**config.mk**
```make
export PLATFORM = sky130hd
export DESIGN_NAME = ssp_tx_shifter
export DESIGN_NICKNAME = d
export VERILOG_FILES = /design/src/rtl/ssp_pkg.sv /design/src/rtl/ssp_tx_bitcnt.sv /design/src/rtl/ssp_tx_shifter.sv
export SDC_FILE = /design/constraint.sdc
export NUM_CORES = 1
export LEC_CHECK = 0
export ABC_AREA = 1
export CAP_MARGIN = 10
export CORE_UTILIZATION = 25
export CTS_CLUSTER_DIAMETER = 30
export DETAILED_ROUTE_END_ITERATION = 8
export PLACE_DENSITY = 0.52
export SETUP_SLACK_MARGIN = 0.05
export SLEW_MARGIN = 20
export SYNTH_ARGS = -nofsm -noshare
export SYNTH_HDL_FRONTEND = slang
export SYNTH_SLANG_ARGS = --single-unit
```
**constraint.sdc**
```tcl
create_clock -name PCLK -period 3.24 [get_ports PCLK]
set_input_delay 0.648 -clock PCLK [delete_from_list [all_inputs] [get_ports PCLK]]
set_output_delay 0.648 -clock PCLK [all_outputs]
set_load 0.05 [all_outputs]
```
**src/rtl/ssp_pkg.sv**
```systemverilog
// Shared SSP definitions: transmit/receive state encoding, minimum legal data
// size and default datapath parameters. Used by the TX serializer and the RX
// deserializer.
package ssp_pkg;

    // Serializer control states (2-bit encoding)
    typedef enum logic [1:0] {
        ST_IDLE  = 2'd0,
        ST_LOAD  = 2'd1,
        ST_SHIFT = 2'd2,
        ST_GAP   = 2'd3
    } ssp_state_t;

    // Smallest legal DSS code (4-bit frames); codes 0..2 are reserved
    localparam logic [3:0] DSS_MIN = 4'd3;

    // Width of the bit counter (DSS code width)
    localparam int CNT_W = 4;

    // Default justified word width and FIFO/justifier settle latency
    localparam int SSP_DATA_W = 16;
    localparam int SSP_SETTLE = 2;

endpackage

```
**src/rtl/ssp_tx_bitcnt.sv**
```systemverilog
// Loadable down-counter tracking the remaining bits of the current frame.
// Decrements once per serial bit strobe while the frame is active and reports
// when the final bit is on the line.
module ssp_tx_bitcnt
    import ssp_pkg::*;
(
    input  logic             clk,
    input  logic             rst,
    input  logic             load,
    input  logic [CNT_W-1:0] load_val,
    input  logic             active,
    input  logic             sclk_en,
    output logic             zero
);

    logic [CNT_W-1:0] cnt;

    // Load takes priority; otherwise count down one per active bit strobe, holding at zero
    always_ff @(posedge clk) begin
        if (rst) begin
            cnt <= '0;
        end else if (load) begin
            cnt <= load_val;
        end else if (active && sclk_en && (cnt != '0)) begin
            cnt <= cnt - CNT_W'(1);
        end
    end

    assign zero = (cnt == '0);

endmodule

```
**src/rtl/ssp_tx_shifter.sv**
```systemverilog
// SSP transmit serializer. Pops one left-justified word from the TX FIFO,
// shifts DSSPCLK+1 bits out MSB first on SSPTXD (one bit per SclkEn) and frames
// them with active-low SSPFSSOUT.
// Build option: define SSP_TX_CONT_EN for continuous mode, where the next word
// is reloaded on the last bit strobe and frames run back to back with FSS held
// low. Without it every frame ends through a one-bit-period gap with FSS high.
module ssp_tx_shifter
    import ssp_pkg::*;
#(
    parameter int DATA_W = SSP_DATA_W,
    parameter int SETTLE = SSP_SETTLE
)
(
    input  logic              PCLK,
    input  logic              PRESET,
    input  logic              SSE,
    input  logic [3:0]        DSSPCLK,
    input  logic [DATA_W-1:0] TxFRdDataIn,
    input  logic              TxFEmpty,
    input  logic              SclkEn,
    output logic              TxFRd,
    output logic              SSPTXD,
    output logic              SSPFSSOUT,
    output logic              TxBusy,
    output logic              TxDone
);

    localparam int            SW         = $clog2(SETTLE + 1);
    localparam logic [SW-1:0] SETTLE_MAX = SW'(SETTLE);

    ssp_state_t        state;
    logic [DATA_W-1:0] shreg;
    logic [SW-1:0]     settle_cnt;

    logic settled;
    logic dss_ok;
    logic can_load;
    logic shifting;
    logic bit_zero;
    logic last_bit;
    logic cont_reload;
    logic word_load;
    logic shift_adv;

    assign settled  = (settle_cnt == SETTLE_MAX);
    assign dss_ok   = (DSSPCLK >= DSS_MIN);
    assign can_load = SSE && !TxFEmpty && settled && dss_ok;
    assign shifting = SSE && (state == ST_SHIFT);
    assign last_bit = shifting && SclkEn && bit_zero;

`ifdef SSP_TX_CONT_EN
    // Reserved DSS codes are also refused here so they never cause a pop
    assign cont_reload = last_bit && can_load;
`else
    assign cont_reload = 1'b0;
`endif

    assign word_load = (SSE && (state == ST_LOAD)) || cont_reload;
    assign shift_adv = shifting && SclkEn && !bit_zero;

    ssp_tx_bitcnt u_bitcnt (
        .clk      (PCLK),
        .rst      (PRESET),
        .load     (word_load),
        .load_val (DSSPCLK),
        .active   (shifting),
        .sclk_en  (SclkEn),
        .zero     (bit_zero)
    );

    // Counts PCLK cycles since the last pop so a word is never taken before the FIFO/justifier output settles
    always_ff @(posedge PCLK) begin
        if (PRESET) begin
            settle_cnt <= SETTLE_MAX;
        end else if (TxFRd) begin
            settle_cnt <= '0;
        end else if (!settled) begin
            settle_cnt <= settle_cnt + SW'(1);
        end
    end

    // Shift register: captures the justified word on load, shifts left (zero fill) per consumed bit
    always_ff @(posedge PCLK) begin
        if (PRESET) begin
            shreg <= '0;
        end else if (word_load) begin
            shreg <= TxFRdDataIn;
        end else if (shift_adv) begin
            shreg <= shreg << 1;
        end
    end

    // Frame control FSM with registered pop strobe, serial data, frame select and status outputs
    always_ff @(posedge PCLK) begin
        if (PRESET) begin
            state     <= ST_IDLE;
            TxFRd     <= 1'b0;
            SSPTXD    <= 1'b0;
            SSPFSSOUT <= 1'b1;
            TxBusy    <= 1'b0;
            TxDone    <= 1'b0;
        end else begin
            TxFRd  <= 1'b0;
            TxDone <= 1'b0;
            if (!SSE) begin
                state     <= ST_IDLE;
                SSPTXD    <= 1'b0;
                SSPFSSOUT <= 1'b1;
                TxBusy    <= 1'b0;
            end else begin
                case (state)
                    ST_IDLE: begin
                        if (can_load) begin
                            state  <= ST_LOAD;
                            TxFRd  <= 1'b1;
                            TxBusy <= 1'b1;
                        end
                    end
                    ST_LOAD: begin
                        // SclkEn here is deliberately ignored; first bit goes out next cycle
                        state     <= ST_SHIFT;
                        SSPFSSOUT <= 1'b0;
                        SSPTXD    <= TxFRdDataIn[DATA_W-1];
                    end
                    ST_SHIFT: begin
                        if (SclkEn) begin
                            if (!bit_zero) begin
                                SSPTXD <= shreg[DATA_W-2];
                            end else if (cont_reload) begin
                                TxDone <= 1'b1;
                                TxFRd  <= 1'b1;
                                SSPTXD <= TxFRdDataIn[DATA_W-1];
                            end else begin
                                TxDone    <= 1'b1;
                                state     <= ST_GAP;
                                SSPFSSOUT <= 1'b1;
                                SSPTXD    <= 1'b0;
                            end
                        end
                    end
                    ST_GAP: begin
                        if (SclkEn) begin
                            state  <= ST_IDLE;
                            TxBusy <= 1'b0;
                        end
                    end
                    default: begin
                        state <= ST_IDLE;
                    end
                endcase
            end
        end
    end

endmodule

```
; Word level (Yosys, flattened, before mapping)
; Index checks and enable logic that the tools add are counted.
[classes]
addsub = 2
n_lt_le_gt_ge = 1
n_eq_ne = 9
n_mux = 22
bitwise = 4
reduce_logical = 25
[ops]
columns = op, count
row1 = $mux 15, 2
row2 = $mux 2, 6
row3 = $ne 2x2->1 const B, 5
row4 = $logic_and 1x1->1, 8
row5 = $mux 1, 8
row6 = $mux 4, 2
row7 = $pmux 2 s4, 1
row8 = $reduce_bool 2->1, 4
row9 = $eq 2x2->1 const B, 3
row10 = $pmux 1 s2, 3
row11 = $reduce_and 3->1, 2
row12 = $ge 4x2->1 const B, 1
row13 = $logic_not 4->1, 1
row14 = $not 1->1, 4
row15 = $reduce_and 4->1, 1
row16 = $reduce_bool 4->1, 1
row17 = $reduce_or 2->1, 2
row18 = $reduce_or 4->1, 1
row19 = $sub 4x1->4 const B, 1
row20 = $reduce_or 3->1, 1
row21 = $add 2x1->2 const B, 1
row22 = $eq 2x1->1 const B, 1
row23 = $logic_not 1->1, 2
row24 = $logic_not 2->1, 1
row25 = $reduce_and 2->1, 1
[totals]
reg_bits = 28
inputBits = 25
output_inout_bits = 5
elab_cells = 73

; Longest topological paths before layout
; Gate-level depths: netlist of run 1.
[depth]
ltp_word = 6
mapped_depth = 10
depth_no_buf = 10

; Modules after synthesis
; From an unflattened synthesis of run 1, not the netlist that was laid out.
[hier_totals]
cells_unflattened = 210
area_unflattened_um2 = 1557.7
[by_module_without_submodules]
columns = module, n_inst, cells_each, area_each_um2, seq_area_each_um2
row1 = ssp_tx_shifter, 1, 170, 1271.2, 480.5
row2 = ssp_tx_bitcnt, 1, 40, 286.5, 80.1

; Least setup slack after synthesis of run 1
; No wires, ideal clock.
[synth_path]
kind = reg-to-reg
start = register state[1]
end = register shreg[11]
setup_ns = 0.132
arrival_ns = 1.290
required_ns = 3.108
slack_ns = 1.818
stages_incl_launch_ff = 8
n_path_buf = 1
synth_period_minus_slack_ns = 1.422
cell_sequence = dfxtp_1 -> inv_1 -> ha_1 -> nand2_1 -> clkinv_1 -> buf_2 -> a21oi_1 -> a21oi_1
[synth_between]
elab_chain_cells = 5
elab_cells_between_ends = 8
cone_classes = eq/ne (2) / mux (1) / reduce/logical (5)
[synth_rtl]
columns = item, line
row1 = "start, declared", ssp_tx_shifter.sv:31  ; ssp_state_t state;
row2 = "start signal, assigned", ssp_tx_shifter.sv:96  ; state <= ST_IDLE;
row3 = "start signal, assigned", ssp_tx_shifter.sv:106  ; state <= ST_IDLE;
row4 = "start signal, assigned", ssp_tx_shifter.sv:114  ; state <= ST_LOAD;
row5 = $eq 2x2->1, ssp_tx_shifter.sv:48  ; assign shifting = SSE && (state == ST_SHIFT);
row6 = $logic_and 1x1->1, ssp_tx_shifter.sv:48
row7 = $logic_and 1x1->1 (2 in series), ssp_tx_shifter.sv:59  ; assign shift_adv = shifting && SclkEn && !bit_zero;
row8 = $reduce_bool 2->1 (no line), -
row9 = "end signal, assigned", ssp_tx_shifter.sv:87  ; shreg <= TxFRdDataIn;
row10 = "end signal, assigned", ssp_tx_shifter.sv:89  ; shreg <= shreg << 1;
row11 = "end, declared", ssp_tx_shifter.sv:32  ; logic [DATA_W-1:0] shreg;
; Several ways; a longest one is shown, not always the timed one.
; A chain may end at the register's enable or synchronous reset.

; Worst setup path in the final report of run 1
[layout_path]
start = register TxFRd
end = output port TxFRd
[layout_rtl]
columns = item, line
row1 = "start, declared", ssp_tx_shifter.sv:21  ; output logic TxFRd,
row2 = "start signal, assigned", ssp_tx_shifter.sv:97  ; TxFRd <= 1'b0;
row3 = "start signal, assigned", ssp_tx_shifter.sv:103  ; TxFRd <= 1'b0;
row4 = "start signal, assigned", ssp_tx_shifter.sv:115  ; TxFRd <= 1'b1;
; No word-level cell between the ends.

==> results of run 1 <==
path summary, 6_finish.rpt:
check,startpoint,cells after the start,to
setup / recovery,TxFRd$_SDFF_PP0_,1,TxFRd
hold / removal,settle_cnt[1]$_SDFFE_PP1P_,1,settle_cnt[0]$_SDFFE_PP0N_
setup reg to reg,state[1]$_SDFFE_PP0P_,7,shreg[1]$_SDFFE_PP0P_
hold reg to reg,settle_cnt[1]$_SDFFE_PP1P_,1,settle_cnt[0]$_SDFFE_PP0N_
layer usage:
layer,global-route usage,routed length [um]
met1,0.1558,1712
met2,0.1699,1400
met3,0.02000,103
met4,0.05660,55
met5,0,0
layout make-up:
type / count / area, sq um / area share
inverters: 27 / 101.3 / 0.05480
clock buffers: 3 / 41.29 / 0.02233
clock inverters: 1 / 30.03 / 0.01624
flip-flops and latches: 28 / 560.5 / 0.3031
well taps: 72 / 90.09 / 0.04871
repair buffers: 31 / 305.3 / 0.1651
multi-input cells: 144 / 720.7 / 0.3897
kinds of logic (layout without fill, tap and decap cells):
group	count (synthesis)	count (layout)
AO/OA/AOI/OAI	34	34
XOR/XNOR	2	2
adder cells (fa/ha/maj)	5	5
buffers and inverters	35	62
flip-flops	28	28
AND/OR/NAND/NOR	103	103
stage by stage:
step / worst slack (ns) / total power [mW]
CTS: 1.130 / 0.7772
floorplan: 1.818 / 0.4453
detailed placement: 0.9746 / 0.4956
global placement: 0.9741 / 0.4957
global route: 1.008 / 0.8120
finish: 1.150 / 0.7679
power breakdown:
group          switching, mW  internal (mW)  leakage, nW
clock                  0.115          0.166       0.0357
combinational         0.0672         0.0572        0.457
sequential           0.00697          0.356        0.227
total                  0.189          0.578        0.719
layout by cell type (no fill, tap or decap), types with 3 or more instances in the layout:
cell,count
nand2_1,39
clkdlybuf4s50_1,29
dfxtp_1,28
nor2_1,26
inv_1,25
nand3_1,23
a21oi_1,22
o21ai_0,6
nor3_1,5
ha_1,5
clkbuf_8,3
state kept, by name, indices dropped and copies added, names as in the netlist:
signal        cells
SSPFSSOUT         1
SSPTXD            1
TxBusy            1
TxDone            1
TxFRd             1
settle_cnt        2
shreg            15
state             2
u_bitcnt.cnt      4
==> flow_metrics.tcl, run 1 <==
set metrics [dict create \
    grtUsageTotal 0.1138 \
    hpwl_mm 2.293 \
    drt_iter0_drc 89 \
    arrival_ns 1.44 \
    synth_most_common_cell "nand2_1" \
    ys_warn_count 0 \
    first_pass_iters 4 \
    leakagePower_nw 0.7189 \
    cts_num_sinks 28 \
    drc 0 \
    maxSlewViolCount 0 \
    synth.avg_cell_area_sq_um 6.945 \
    num_rows 27 \
    synthXorXnorAreaFrac 0.01218 \
    synth_top_family_by_area "simple AND/OR/NAND/NOR gates" \
    fin_util 0.3338 \
    reg2reg_slack_ns 1.44 \
    ctsResizeCount 0 \
    core_sq_um 5540 \
    fin_crit_sh 0.6452 \
    synthDistinctLibCells 28 \
    grt_overflow 0 \
    critPathBufInv 1 \
    grt_max_degree 29 \
    cts_tree "yes" \
    cp-end-kind "output port" \
    skew_ns 0.009539 \
    fmax_ghz 0.4784 \
    rsz0062_at_grt "false" \
    required_ns 2.59 \
    portBuffers 29 \
    nets 265 \
    crit_family "buffers and inverters" \
    stdcell_count 306 \
    syn_nets 237 \
    synth_compound_area_frac 0.1262 \
    grt_pass1_wl_mm 5.395 \
    netlist_area_sq_um 1438 \
    wl_per_cell_um 10.69 \
    layout-drive-gt1-share 0.05556 \
    routabilityCongestion 0.8061 \
    relSlewSlack 0.6699 \
    ioPinCount 30 \
    synth-edff-count 0 \
    status "completed" \
    fin_area_sq_um 1849 \
    diodes 0 \
    h-tree-depth 1 \
    synthAdderAreaFrac 0.04352 \
    cellPowerDensity_nw_per_um2 415.3 \
    clockBufferDepth 2 \
    synth_largest_area_cell "dfxtp_1" \
    clk_pin_slew_ns 0.10 \
    vias_per_cell 4.330 \
    initial_utilization 0.2595 \
    cts_buffers 3 \
    drtAntennaViolNets 0 \
    dieArea_sq_um 6058 \
    vias 1325 \
    place_area_sq_um 1778 \
    ys.flop_type "dfxtp_1" \
    setup_viol 0 \
    hold_class "reg2reg" \
    synth-async-reset-ratio 0 \
    worst_slew_pin_slew_ns 0.4937 \
    crit_chain "clkdlybuf4s50_1" \
    dp_cells 302 \
    synth-seq-cells 28 \
    clock_latency_ns 0.28 \
    slowest_stage "clkdlybuf4s50_1" \
    synth_area_leaders "dfxtp_1, nand2_1, nand3_1, a21oi_1, nor2_1" \
    whs_ns 0.4460 \
    fillerInstances 623 \
    critPathMaxFanout 3 \
    die_w_um 77.83 \
    grt_pass1_vias 1198 \
    area.growth.synth_to_final_pct 28.63 \
    dieHeight_um 77.83 \
    critical_path.max_stage_delay_ns 0.81 \
    maxCapViolations 0 \
    seq_area_frac_synth 0.3899 \
    timing_hold_violations_final 0 \
    post-cts-setup-buffers 0 \
    muxShareOfSynthArea 0 \
    period_needed_ns 2.090 \
    wirelength_mm 3.272 \
    max-vdd-ir-drop_uv 266.1 \
    synth_simple_gate_area_frac 0.3194 \
    worstSetupPathType "reg2out" \
    grt_antenna_before_repair 0 \
    yosysTopAreaCellShare 0.3899 \
    tns_ns 0 \
    cts_hold_buf 0 \
    cts-root-buf "clkbuf_8" \
    synth_commonest_cells "nand2_1, dfxtp_1, nor2_1" \
    synthCells 207 \
    critPathLaunchType "register" \
]
No activity file was read; power rests on OpenSTA's default activity.
==> run 2, diff against run 1 <==
--- a/config.mk
+++ b/config.mk
@@ -10,7 +10,7 @@
 export CORE_UTILIZATION = 25
 export CTS_CLUSTER_DIAMETER = 30
 export DETAILED_ROUTE_END_ITERATION = 8
-export PLACE_DENSITY = 0.52
+export PLACE_DENSITY = 0.54
 export SETUP_SLACK_MARGIN = 0.05
 export SLEW_MARGIN = 20
 export SYNTH_ARGS = -nofsm -noshare
==> constraint.sdc (replaced) <==
create_clock -name PCLK -period 1.7 [get_ports PCLK]
set_input_delay 0.34 -clock PCLK [delete_from_list [all_inputs] [get_ports PCLK]]
set_output_delay 0.34 -clock PCLK [all_outputs]
set_load 0.05 [all_outputs]
==> run 2 against run 1 <==
Compared with the run above:
- flip-flop and latch count stayed put
- largest power group unchanged
- critical endpoint is now shreg[12]$_SDFFE_PP0P_
- sequential power is 91% higher
- global-route usage hardly changed
- highest routed layer unchanged
==> flow_metrics.tcl, run 2 (synthesized netlist as in run 1, its figures left out) <==
set metrics [dict create \
    leakagePower_nw 0.7695 \
    dr_wl_met3_um 97 \
    first_pass_iters 4 \
    num_rows 27 \
    min_from "settle_cnt[1]$_SDFFE_PP1P_" \
    dieHeight_um 77.83 \
    dpl_worst_slack_ns -0.01179 \
    dieArea_sq_um 6058 \
    slowest_stage "dfxtp_2" \
    largestRegisters "shreg x15, u_bitcnt.cnt x4" \
    grt_pass1_vias 1211 \
    setup.worst_path.start "state[0]$_SDFFE_PP0P_" \
    wl_per_cell_um 10.45 \
    diodes 0 \
    setup_viol 0 \
    top_layer "met4" \
    dp_cells 311 \
    required_ns 1.91 \
    min_to "settle_cnt[0]$_SDFFE_PP0N_" \
    drc 0 \
    cts_num_sinks 28 \
    grtUsageTotal 0.1135 \
    critPathMaxFanout 19 \
    period_needed_ns 1.495 \
    cp-end-kind "register" \
    fin_ws_ns 0.2052 \
    worst_r2r_path_depth 9 \
    clk_pin_slew_ns 0.10 \
    wirelength_mm 3.301 \
    grt_antenna_before_repair 0 \
    nets 275 \
    clock_latency_ns 0.27 \
    clockBufferDepth 2 \
    skew_ns 0.001537 \
    maxCapViolations 0 \
    worstSetupPathType "reg2reg" \
    core_sq_um 5540 \
    rsz0062_at_grt "false" \
    place_area_sq_um 1833 \
    cpMostUsedCell "a21oi_1" \
    whs_path_depth 1 \
    die_w_um 77.83 \
    timing_hold_violations_final 0 \
    largest_register "shreg" \
    drtAntennaViolNets 0 \
    largest_register_ffs 15 \
    drt_iter0_drc 48 \
    timing.rr.start "state[0]$_SDFFE_PP0P_" \
    status "completed" \
    maxSlewViolCount 0 \
    stdcell_count 316 \
    grt_max_degree 20 \
    grt_pass1_wl_mm 5.451 \
    h-tree-depth 1 \
    portBuffers 29 \
    fin_crit_sh 0.8793 \
    cellPowerDensity_nw_per_um2 713.6 \
    layout_commonest_cell "nand2_1" \
    vias 1364 \
    layout_common_cells "nand2_1, dfxtp_1, nor2_1" \
    p_total_mw 1.364 \
    area.growth.synth_to_final_pct 32.98 \
    arrival_ns 1.70 \
    fillerInstances 637 \
    critical_path.max_stage_delay_ns 0.34 \
    reg2reg_slack_ns 0.21 \
    hpwl_mm 2.475 \
    critPathLaunchType "register" \
    routabilityCongestion 0.8042 \
    initial_utilization 0.2595 \
    wl_met2_mm 1.497 \
    r2r_end "shreg[12]$_SDFFE_PP0P_" \
    cts_tree "yes" \
    tns_ns 0 \
    worst_slew_pin_slew_ns 0.2273 \
    fin_area_sq_um 1912 \
    max-vdd-ir-drop_uv 303.3 \
    grt_overflow 0 \
    relSlewSlack 0.8480 \
    ioPinCount 30 \
    hold_class "reg2reg" \
    cts_buffers 3 \
    crit_chain "inv_1 -> ha_2 -> nand2_1 -> inv_2 -> nand3_4 -> buf_8 -> nor2_1 -> a21oi_1 -> a21oi_1" \
    wl_met1_mm 1.672 \
    layout-drive-gt1-share 0.1311 \
    fmax_ghz 0.6690 \
    vias_per_cell 4.316 \
    cts-root-buf "clkbuf_8" \
]
[run 2: per-layer routing]
layer | track usage | vias to the layer above
met5 | 0 | -
met4 | 0.04528 | 0
met3 | 0.02000 | 2
met2 | 0.1726 | 19
met1 | 0.1572 | 604
li1 | - | 739
[run 2: area by class of cell]
cell class | count | area (sq um) | area share
Inverter | 27 | 101.3 | 0.05301
Sequential cell | 28 | 561.8 | 0.2938
Multi-Input combinational cell | 144 | 728.2 | 0.3809
Tap cell | 72 | 90.09 | 0.04712
Clock buffer | 4 | 55.05 | 0.02880
Timing Repair Buffer | 41 | 375.4 | 0.1963
[run 2: timing repair]
item / in CTS / in global routing
hold buffers: 0 / 0
buffers inserted: 0 / 1
endpoints found under the hold margin: 0 / 0
setup endpoints to repair: 0 / 17
gates resized for setup: 0 / 6
[run 2: power by group]
| part | switching [mW] | internal [mW] |
|---|---|---|
| registers | 0.0138 | 0.678 |
| clock network | 0.213 | 0.207 |
| logic | 0.132 | 0.120 |
[run 2: worst max path at each step]
stage                                        end  slack (ns)  cells after the start
after detailed placement  shreg[12]$_SDFFE_PP0P_       -0.01                      8
after global routing      shreg[12]$_SDFFE_PP0P_        0.05                      9
final                     shreg[12]$_SDFFE_PP0P_        0.21                      9
after CTS                 shreg[12]$_SDFFE_PP0P_         0.1                      9
after floorplan           shreg[11]$_SDFFE_PP0P_        0.28                      7
after global placement     shreg[2]$_SDFFE_PP0P_        0.01                      7
[run 2: critical path: cells and delay by family, from the launching register on]
kind	cells	cell delay (ns)
buffers and inverters	3	0.38
DFF	1	0.34
AOI/OAI and AO/OA	2	0.18
adders and majority gates	1	0.22
and+or+nand+nor	3	0.31
[run 2: metrics by stage]
stage          hold slack (ns)    util
2_1_floorplan           0.4007       -
6_report                0.4291  0.3451
3_5_place_dp            0.4223  0.3308
5_1_grt                 0.4737  0.3451
4_1_cts                 0.4371  0.3408
3_3_place_gp            0.4226  0.3308
